===== src/rtl/uart_rx.sv =====
// uart_rx: serial UART receiver, frame-compatible with uart_tx.
// Synchronises rx_i, detects the start bit, samples each bit at mid-period, checks parity and
// stop bits and hands good bytes to a consumer through a one-entry valid/ready holding register.
// Ports:
//   clk_i        clock
//   rst_i        synchronous active-high reset
//   rx_i         serial line, idle high, asynchronous to clk_i
//   rx_data_o    received byte, LSB first on the line, unused upper bits read 0
//   rx_valid_o   rx_data_o holds an unconsumed byte
//   rx_ready_i   consumer accepts the byte when rx_valid_o & rx_ready_i
//   busy_o       receiver is inside a frame
//   frame_err_o  1-cycle pulse, stop bit sampled low
//   parity_err_o 1-cycle pulse, parity bit mismatch
//   overrun_o    1-cycle pulse, good byte lost because the holding register was full
module uart_rx #(
  parameter logic [15:0] CFG_BAUD_DIV    = 16'h55,
  parameter logic [2:0]  CFG_TARGET_BITS = 3'h7,
  parameter logic        CFG_PARITY_EN   = 1'b0,
  parameter logic [1:0]  CFG_PARITY_SEL  = 2'h0,
  parameter logic        CFG_STOP_BITS   = 1'b0
) (
  input  logic       clk_i,
  input  logic       rst_i,
  input  logic       rx_i,
  output logic [7:0] rx_data_o,
  output logic       rx_valid_o,
  input  logic       rx_ready_i,
  output logic       busy_o,
  output logic       frame_err_o,
  output logic       parity_err_o,
  output logic       overrun_o
);

  localparam logic [15:0] HalfDiv = CFG_BAUD_DIV >> 1;

  typedef enum logic [2:0] {
    StIdle, StStart, StData, StParity, StStop1, StStop2, StDone
  } state_e;

  state_e      state_q, state_d;
  logic        rx_meta_q, rxs_q, rxs_prev_q;
  logic [15:0] cnt_q, cnt_d;
  logic [2:0]  bit_cnt_q, bit_cnt_d;
  logic [7:0]  shift_q, shift_d;
  logic        par_acc_q, par_acc_d;
  logic        par_bad_q, par_bad_d;
  logic        stop_bad_q, stop_bad_d;
  logic [7:0]  rx_data_q, rx_data_d;
  logic        rx_valid_q, rx_valid_d;
  logic        frame_err_q, frame_err_d;
  logic        parity_err_q, parity_err_d;
  logic        overrun_q, overrun_d;

  logic        start_edge, sample_pt, par_exp, pop, good;
  logic [15:0] cnt_target;

  assign start_edge = rxs_prev_q & ~rxs_q;
  // Start bit is checked at its centre; every later bit one full period after the previous sample.
  assign cnt_target = (state_q == StStart) ? HalfDiv : CFG_BAUD_DIV;
  assign sample_pt  = (cnt_q == cnt_target);

  // par_acc_q holds the XOR of all data bits once the parity bit is reached.
  always_comb begin
    case (CFG_PARITY_SEL)
      2'b00:   par_exp = ~par_acc_q;
      2'b01:   par_exp = par_acc_q;
      2'b10:   par_exp = 1'b0;
      default: par_exp = 1'b1;
    endcase
  end

  always_comb begin
    state_d    = state_q;
    bit_cnt_d  = bit_cnt_q;
    shift_d    = shift_q;
    par_acc_d  = par_acc_q;
    par_bad_d  = par_bad_q;
    stop_bad_d = stop_bad_q;
    if (state_q == StIdle || state_q == StDone || sample_pt) begin
      cnt_d = '0;
    end else begin
      cnt_d = cnt_q + 16'd1;
    end
    unique case (state_q)
      StIdle: begin
        if (start_edge) begin
          state_d    = StStart;
          bit_cnt_d  = '0;
          par_acc_d  = 1'b0;
          par_bad_d  = 1'b0;
          stop_bad_d = 1'b0;
        end
      end
      StStart: begin
        // A line that is high again at the start centre was a glitch: drop it silently.
        if (sample_pt) state_d = rxs_q ? StIdle : StData;
      end
      StData: begin
        if (sample_pt) begin
          shift_d   = {rxs_q, shift_q[7:1]};
          par_acc_d = par_acc_q ^ rxs_q;
          bit_cnt_d = bit_cnt_q + 3'd1;
          if (bit_cnt_q == CFG_TARGET_BITS) state_d = CFG_PARITY_EN ? StParity : StStop1;
        end
      end
      StParity: begin
        if (sample_pt) begin
          par_bad_d = (rxs_q != par_exp);
          state_d   = StStop1;
        end
      end
      StStop1: begin
        if (sample_pt) begin
          stop_bad_d = ~rxs_q;
          state_d    = CFG_STOP_BITS ? StStop2 : StDone;
        end
      end
      StStop2: begin
        if (sample_pt) begin
          stop_bad_d = stop_bad_q | ~rxs_q;
          state_d    = StDone;
        end
      end
      StDone:  state_d = StIdle;
      default: state_d = StIdle;
    endcase
  end

  // Holding register: a pop in the same cycle as a new good byte frees the slot for it.
  always_comb begin
    pop          = rx_valid_q & rx_ready_i;
    good         = (state_q == StDone) & ~stop_bad_q & ~par_bad_q;
    frame_err_d  = (state_q == StDone) & stop_bad_q;
    parity_err_d = (state_q == StDone) & ~stop_bad_q & par_bad_q;
    overrun_d    = good & rx_valid_q & ~pop;
    rx_data_d    = rx_data_q;
    rx_valid_d   = rx_valid_q;
    if (pop) rx_valid_d = 1'b0;
    if (good && (!rx_valid_q || pop)) begin
      // Short words arrive in the top of the shift register; right-align them.
      rx_data_d  = shift_q >> (3'd7 - CFG_TARGET_BITS);
      rx_valid_d = 1'b1;
    end
  end

  always_ff @(posedge clk_i) begin
    if (rst_i) begin
      state_q      <= StIdle;
      rx_meta_q    <= 1'b1;
      rxs_q        <= 1'b1;
      rxs_prev_q   <= 1'b1;
      cnt_q        <= '0;
      bit_cnt_q    <= '0;
      shift_q      <= '0;
      par_acc_q    <= 1'b0;
      par_bad_q    <= 1'b0;
      stop_bad_q   <= 1'b0;
      rx_data_q    <= '0;
      rx_valid_q   <= 1'b0;
      frame_err_q  <= 1'b0;
      parity_err_q <= 1'b0;
      overrun_q    <= 1'b0;
    end else begin
      state_q      <= state_d;
      rx_meta_q    <= rx_i;
      rxs_q        <= rx_meta_q;
      rxs_prev_q   <= rxs_q;
      cnt_q        <= cnt_d;
      bit_cnt_q    <= bit_cnt_d;
      shift_q      <= shift_d;
      par_acc_q    <= par_acc_d;
      par_bad_q    <= par_bad_d;
      stop_bad_q   <= stop_bad_d;
      rx_data_q    <= rx_data_d;
      rx_valid_q   <= rx_valid_d;
      frame_err_q  <= frame_err_d;
      parity_err_q <= parity_err_d;
      overrun_q    <= overrun_d;
    end
  end

  assign rx_data_o    = rx_data_q;
  assign rx_valid_o   = rx_valid_q;
  assign busy_o       = (state_q != StIdle);
  assign frame_err_o  = frame_err_q;
  assign parity_err_o = parity_err_q;
  assign overrun_o    = overrun_q;

endmodule

===== config.mk =====
export PLATFORM = sky130hd
export DESIGN_NAME = uart_rx
export DESIGN_NICKNAME = d
export VERILOG_FILES = /design/src/rtl/uart_rx.sv
export SDC_FILE = /design/constraint.sdc
export NUM_CORES = 1
export LEC_CHECK = 0
export BUFFER_PORTS_ARGS = -buffer_cell sky130_fd_sc_hd__buf_2
export CORE_MARGIN = 2
export CORE_UTILIZATION = 63
export DETAILED_ROUTE_END_ITERATION = 7
export GPL_ROUTABILITY_DRIVEN = 0
export GPL_TIMING_DRIVEN = 0
export PLACE_DENSITY = 0.83
export SYNTH_ARGS = -nofsm -noshare
export SYNTH_HDL_FRONTEND = slang
export SYNTH_SLANG_ARGS = --single-unit
export TNS_END_PERCENT = 100

===== constraint.sdc =====
create_clock -name clk_i -period 3 [get_ports clk_i]
set_clock_uncertainty 0.15 [all_clocks]
set_input_delay 0.45 -clock clk_i [delete_from_list [all_inputs] [get_ports clk_i]]
set_output_delay 0.45 -clock clk_i [all_outputs]
set_load 0.005 [all_outputs]

==> results.txt, run 1 <==
----------------------------------------------------
[GRT]
  First-pass GRT wire length ... 7127 um
  GRT Residual Overflow ... 0
  Vias in the first global route ... 1585
  Initial antenna violation count ... 0
  Pin count of the biggest net entering global routing ... 16
  Gr usage total ... 0.2311

[Drt]
  DR pass1 iterations ... 4
  Routed wire per std cell ... 13.63 um
  Routed via count divided by cell count ... 5.795
  Vias after detailed routing ... 1750
  Total DRC errors in the routed layout ... 0
  Number of violations reported at the end of detailed-routing iteration 0 ... 81
  Post-route ant nets ... 0
  Routed Wire Length ... 4117 um

[Critical path]
  Reg2reg setup slack ... 850 ps
  Slowest cell on crit path ... or4b_1
  Worst Setup Path Type ... register to register
  Biggest fanout along the worst timing path ... 10
  Worst Path Required ... 3100 ps
  R2R depth ... 5
  Reg2reg end ... cnt_q[3]$_SDFF_PP0_
  Startpoint kind of the worst setup timing path ... register
  Worst setup EP type ... register
  Largest stage delay, worst path ... 530 ps
  Arrival time of data at the critical path endpoint ... 2250 ps
  Setup crit start ... cnt_q[2]$_SDFF_PP0_
  Kind of cell with the highest combined delay on the critical path ... simple AND/OR/NAND/NOR gates
  Worst path cell trace ... or4b_1 > or3_4 > a21oi_4 > buf_6 > nor3_1
  Critical path buffers and inverters ... 1
  Start of the worst register-to-register path ... cnt_q[2]$_SDFF_PP0_

[Synthesis]
  Number of flops mapped to enable cells by yosys ... 0
  Cell area after synthesis ... 2155 um^2
  Mean area per synthesized cell ... 9.247 um^2
  Cell type contributing the most total cell area after synthesis ... dfxtp_1
  Ys async rst share ... 0
  Synthesis-stage register bit count ... 48
  Largest family of logic cells by synthesized area ... simple AND/OR/NAND/NOR gates
  Count of distinct cell types in the synthesized netlist ... 46
  Share of synthesized cell area in full adder, half adder and majority cells ... 0.01742
  Simple-gate area share of the yosys netlist ... 0.2735
  Parity-gate share of the synthesized area counting xor and xnor cells ... 0.06098
  Synthesized-area fraction occupied by ao, oa, aoi and oai cells ... 0.1156
  Fraction of the yosys area taken by sequential cells ... 0.4460
  Post-synth top flop ... dfxtp_1
  Cell count after synthesis ... 233
  Area share of the largest cell type after synthesis ... 0.4460
  Top area cells in the synthesized netlist ... dfxtp_1 (45%), xnor2_1 (5.3%), nor3_1 (5.1%)
  Mux cell area share after synthesis ... 0.04413
  Net count of the mapped netlist ... 240
  Warnings, synthesis ... 0

[Clocking]
  Clock Tree Root ... clkbuf_4
  Number of buffers inserted by hold repair at cts ... 0
  Post-CTS clock slew at the launch and capture registers of the worst setup and hold paths ... 130 ps
  Post-CTS resize count ... 0
  Number of buffers on the longest clock path ... 2
  CTS HTree Levels ... 2
  TritonCTS clock tree ... built
  Clock latency on the worst-skew pair ... 360 ps
  Clock buffers created by TritonCTS ... 5
  Post-CTS Setup Repair Bufs ... 0
  Sinks on the clock net ... 48

[Floorplan]
  FP Rows ... 21
  Overall die width ... 62.48 um
  Overall die area ... 3904 um^2
  Chip Height ... 62.48 um
  Initial standard-cell utilization of the core ... 0.6508
  Top-level I/O count ... 17
  CORE AREA ... 3311 um^2

[Layout]
  Number of standard cells in the layout, taps in and fillers out ... 302
  Multi-input gate area in the final layout ... 1102 um^2
  Number of nets in the layout ... 262
  Ant diodes ... 0
  Share of final-layout standard cells stronger than drive strength 1 ... 0.1563
  Share of the core filled with cells ... 0.7150
  Most frequent cells in the layout ... dfxtp_1 (48), nor3_1 (22), buf_2 (16), nand4_1 (15)
  Layout fillers ... 291
  Commonest non-fill, non-tap cell in the layout ... dfxtp_1
  Area used by sequential logic in the layout ... 960.9 um^2
  Layout area overhead ... 9.872%

[Timing]
  Highest Clock Rate ... 464.1 MHz
  Final Cycle Share ... 0.7182
  Total setup violations reported at the end of the flow ... 0
  Headroom to the max-slew limit ... 0.6041
  Post-Route Hold Slack ... 102.9 ps
  Fin. max-slew vios ... 0
  Worst slew pin tran ... 592.1 ps
  Final hold vios ... 0
  Final critical-path required period ... 2154 ps
  Setup Total Neg Slack ... 0 ps
  RSZ-0062 raised after global routing ... false

[Pwr]
  Switching power summed over all nets ... 220.7 uW
  Comb power frac ... 0.026
  Cell Int Power ... 824.9 uW
  Total power density per cell area ... 441.7 nW/um^2
  Switching share of total power ... 0.2111
  Largest vdd supply drop ... 437.2 uV
  Sequential fraction of design power ... 0.615
  Clock network fraction of total power ... 0.360
  Pleak ... 0.0008330 uW

[Min path]
  Worst Hold Launch ... rx_i
  Worst hold path class ... input port to register
  Min-Delay Path Depth ... 2
  Capture endpoint of the worst hold path ... rx_meta_q$_SDFF_PP1_

[Placement]
  Placed insts ... 294
  Half-perimeter wire length of the detailed placement result ... 2811 um
  Total of buffers placed on input and output ports ... 15

[Outcome]
  Outcome ... finished clean

[Job]
  MaxCap Viol Count ... 0

----------------------------------------------------
-- routing by layer --
layer,wire (um),track usage,part of all wire
met2,1896,0.3723,0.46
met1,1987,0.2971,0.48
met4,59,0.07500,0.014
met3,173,0.07027,0.042
met5,0,0,0
-- sequential cells by signal, indices dropped and copies added, names as in the netlist --
name and count:
bit_cnt_q 3, cnt_q 16, frame_err_o 1, overrun_o 1, par_acc_q 1, par_bad_q 1
parity_err_o 1, rx_data_o 8, rx_meta_q 1, rx_valid_o 1, rxs_prev_q 1, rxs_q 1
shift_q 8, state_q 3, stop_bad_q 1
-- how the worst max path moves through the flow --
| stage | to | slack [ps] | cells after the start |
|---|---|---|---|
| after global placement | cnt_q[7]$_SDFF_PP0_ | 910 | 5 |
| after detailed placement | cnt_q[3]$_SDFF_PP0_ | 870 | 5 |
| after global routing | cnt_q[0]$_SDFF_PP0_ | 740 | 5 |
| final | cnt_q[3]$_SDFF_PP0_ | 850 | 5 |
| after CTS | cnt_q[7]$_SDFF_PP0_ | 850 | 5 |
| after floorplan | state_q[1]$_SDFFE_PP0P_ | 1050 | 4 |
-- cells in the mapped netlist (all sizes together), types with 6 or more instances --
cell type   n
dfxtp      48
nor3       22
nand4      16
a21oi      15
nor2       14
xnor2      13
o21ai      12
clkbuf      9
mux2i       8
nand3       8
nand2       6
nor4        6
-- power by group through the flow --
stage          registers (uW)  clock network [uW]  logic, uW
4_1_cts                   643                 384       26.8
3_3_place_gp              657                   0       26.0
6_report                  643                 376       26.7
2_1_floorplan             656                   0       19.4
5_1_grt                   644                 412       29.9
3_5_place_dp              657                   0       26.6
-- cell families after synthesis --
| group | count (synthesis) |
|---|---|
| compound gates | 39 |
| xor+xnor | 15 |
| fa+ha+maj | 3 |
| buf+inv | 18 |
| flops | 48 |
| mux | 9 |
| simple gates | 101 |
-- through the flow --
step,instance area (um^2),total power [uW],setup WS [ps]
after floorplan,2155,675.6,1046
after detailed placement,2287,683.6,872.3
after CTS,2367,1054,854.4
after global routing,2367,1086,738.1
after global placement,2287,682.8,906.4
final,2367,1046,845.5
-- area by class of cell --
class,instances,share of cell area
Multi-Input combinational cell,167,0.4656
Sequential cell,48,0.4059
Tap cell,46,0.02431
Timing Repair Buffer,15,0.03171
Inverter,4,0.006342
Clock inverter,3,0.01797
Buffer,14,0.03224
Clock buffer,5,0.01586
(Power assumes the default switching activity.)
==> inputs of run 2 (changes only) <==
--- a/config.mk
+++ b/config.mk
@@ -7,11 +7,11 @@
 export LEC_CHECK = 0
 export BUFFER_PORTS_ARGS = -buffer_cell sky130_fd_sc_hd__buf_2
 export CORE_MARGIN = 2
-export CORE_UTILIZATION = 63
+export CORE_UTILIZATION = 58
 export DETAILED_ROUTE_END_ITERATION = 7
 export GPL_ROUTABILITY_DRIVEN = 0
 export GPL_TIMING_DRIVEN = 0
-export PLACE_DENSITY = 0.83
+export PLACE_DENSITY = 0.77
 export SYNTH_ARGS = -nofsm -noshare
 export SYNTH_HDL_FRONTEND = slang
 export SYNTH_SLANG_ARGS = --single-unit
==> constraint.sdc (replaced) <==
create_clock -name clk_i -period 2.04 [get_ports clk_i]
set_clock_uncertainty 0.15 [all_clocks]
set_input_delay 0.306 -clock clk_i [delete_from_list [all_inputs] [get_ports clk_i]]
set_output_delay 0.306 -clock clk_i [all_outputs]
set_load 0.005 [all_outputs]
==> results.txt, run 2 (same netlist as run 1, synthesis figures left out) <==
----------------------------------------------------
[Critical path]
  Start of the worst register-to-register path ... cnt_q[6]$_SDFF_PP0_
  Slowest cell on crit path ... or4b_4
  Arrival time of data at the critical path endpoint ... 2090 ps (-160 ps)
  Setup crit start ... cnt_q[6]$_SDFF_PP0_
  Largest stage delay, worst path ... 530 ps (about the same)
  Reg2reg end ... state_q[1]$_SDFFE_PP0P_
  Worst setup EP type ... register
  Worst path cell trace ... or4b_4 > or3_4 > a21o_1 > mux2_4
  R2R depth ... 4 (-1)
  Biggest fanout along the worst timing path ... 4 (-6)
  Worst Path Required ... 2090 ps (-1010 ps)
  Startpoint kind of the worst setup timing path ... register
  Reg2reg setup slack ... 4 ps (-840 ps)
  Worst Setup Path Type ... register to register

[Clocking]
  CTS HTree Levels ... 2 (unchanged)
  Post-CTS clock slew at the launch and capture registers of the worst setup and hold paths ... 90 ps (-40 ps)
  Number of buffers inserted by hold repair at cts ... 0 (unchanged)
  Number of buffers on the longest clock path ... 2 (unchanged)
  Clock Tree Root ... clkbuf_8
  Sinks on the clock net ... 48 (unchanged)
  Clock latency on the worst-skew pair ... 300 ps (-60 ps)
  Clock buffers created by TritonCTS ... 5 (unchanged)
  TritonCTS clock tree ... built

[Drt]
  Met2 routed wirelength ... 1977 um (+4.3%)
  Number of violations reported at the end of detailed-routing iteration 0 ... 117 (+44%)
  Top routing layer in use ... met4
  Post-route ant nets ... 0 (unchanged)
  Total DRC errors in the routed layout ... 0 (unchanged)
  Routed via count divided by cell count ... 5.733 (-1.1%)
  Met1 routed wirelength after detailed routing ... 2066 um (+4.0%)
  Vias after detailed routing ... 1760 (+0.57%)
  Met3 Wirelength ... 114 um (-34%)
  DR pass1 iterations ... 4 (unchanged)
  Routed wire per std cell ... 13.79 um (+1.1%)
  Routed Wire Length ... 4232 um (+2.8%)

[GRT]
  Pin count of the biggest net entering global routing ... 16 (unchanged)
  First-pass GRT wire length ... 7521 um (+5.5%)
  GRT Residual Overflow ... 0 (unchanged)
  Vias in the first global route ... 1655 (+4.4%)
  Gr usage total ... 0.2278 (-0.003300)
  Initial antenna violation count ... 0 (unchanged)

[Timing]
  RSZ-0062 raised after global routing ... true
  Fin. max-slew vios ... 0 (unchanged)
  Post-Route Hold Slack ... 31.90 ps (-70.96 ps)
  Total setup violations reported at the end of the flow ... 0 (unchanged)
  Highest Clock Rate ... 491.3 MHz (+5.8%)
  Final hold vios ... 0 (unchanged)
  Final Cycle Share ... 0.9978 (+0.2797)
  Headroom to the max-slew limit ... 0.5959 (-0.008161)
  Worst slew pin tran ... 604.3 ps (+12.21 ps)
  Setup Total Neg Slack ... 0 ps (unchanged)
  Final critical-path required period ... 2036 ps (-118.9 ps)

[Floorplan]
  FP Rows ... 22 (+4.8%)
  Overall die area ... 4219 um^2 (+8.1%)
  Top-level I/O count ... 17 (unchanged)
  CORE AREA ... 3606 um^2 (+8.9%)
  Initial standard-cell utilization of the core ... 0.5975 (-0.05329)
  Overall die width ... 64.95 um (+4.0%)
  Chip Height ... 64.95 um (+4.0%)

[Placement]
  Total of buffers placed on input and output ports ... 15 (unchanged)
  Half-perimeter wire length of the detailed placement result ... 2905 um (+3.3%)

[Layout]
  Number of nets in the layout ... 265 (+1.1%)
  Number of flip-flops in the largest register ... 16 (unchanged)
  Layout fillers ... 296 (+1.7%)
  Most frequent cells in the layout ... dfxtp_1 (43), nor3_1 (21), buf_2 (16), nand4_1 (15)
  Commonest non-fill, non-tap cell in the layout ... dfxtp_1
  Largest reg by FF count ... cnt_q
  Share of final-layout standard cells stronger than drive strength 1 ... 0.2162 (+0.05997)
  Layout area overhead ... 15.74%
  Share of the core filled with cells ... 0.6915 (-0.02351)
  Ant diodes ... 0 (unchanged)

[Min path]
  Worst Hold Launch ... rx_i
  Worst hold path class ... input port to register
  Min-Delay Path Depth ... 2 (unchanged)
  Capture endpoint of the worst hold path ... rx_meta_q$_SDFF_PP1_

[Pwr]
  Overall power ... 1696 uW (+62%)
  Total power density per cell area ... 680.0 nW/um^2 (+54%)
  Largest vdd supply drop ... 532.9 uV (+22%)
  Pleak ... 0.0008958 uW (+7.5%)

[Job]
  MaxCap Viol Count ... 0 (unchanged)

[Outcome]
  Outcome ... finished clean

----------------------------------------------------
## run 2: cell count changes in the layout (fill, tap and decap cells not counted), sizes merged
cell | previous run | this run
buf | 20 | 23
clkbuf | 14 | 15
clkinvlp | 1 | 0
## run 2: cell type report
type	instances	area (um^2)	share of cell area
clock inverters	2	38.79	0.01555
repair buffers	18	97.59	0.03914
multi-input cells	167	1147	0.4601
inverters	4	15.01	0.006021
clock buffers	6	82.58	0.03312
plain buffers	14	80.08	0.03211
flip-flops and latches	48	972.2	0.3899
well taps	48	60.06	0.02408
## run 2: metal layers
layer,GRT usage,vias to the layer above
met3,0.04688,6
met5,0,-
met1,0.3032,827
met4,0.08777,0
li1,-,901
met2,0.3621,26
## run 2: worst max path at each step
stage	end	slack, ps	depth (start not counted)
floorplan	state_q[1]$_SDFFE_PP0P_	90	4
global placement	cnt_q[6]$_SDFF_PP0_	-70	5
detailed placement	cnt_q[14]$_SDFF_PP0_	-100	5
CTS	stop_bad_q$_SDFFE_PP0P_	3	4
global route	state_q[1]$_SDFFE_PP0P_	-20	4
finish	state_q[1]$_SDFFE_PP0P_	4	4
## run 2: where the power goes
| part | internal, uW | switching (uW) | leakage, uW |
|---|---|---|---|
| Combinational | 16.0 | 24.0 | 0.000444 |
| Sequential | 938 | 3.77 | 0.000390 |
| Clock | 401 | 314 | 0.0000614 |
## run 2: timing repair
item | in CTS | in global routing
setup buffers | 2 | 1
gates resized for setup | 3 | 18
pin swaps | 1 | 0
endpoints found under the setup margin | 23 | 30
## run 2: metrics by stage
step | setup WS [ps] | instance area [um^2] | std cells
after global routing | -22.22 | 2494 | 307
final | 4.409 | 2494 | 307
after global placement | -67.48 | 2290 | 296
after detailed placement | -95.50 | 2290 | 296
after floorplan | 86.25 | 2155 | 233
after CTS | 3.120 | 2434 | 306
## run 2: critical path: cells and delay by family (launching register included)
kind / cells / cell delay [ps]
AND/OR/NAND/NOR: 2 / 940
flip-flops: 1 / 350
multiplexers: 1 / 290
AO/OA/AOI/OAI: 1 / 200
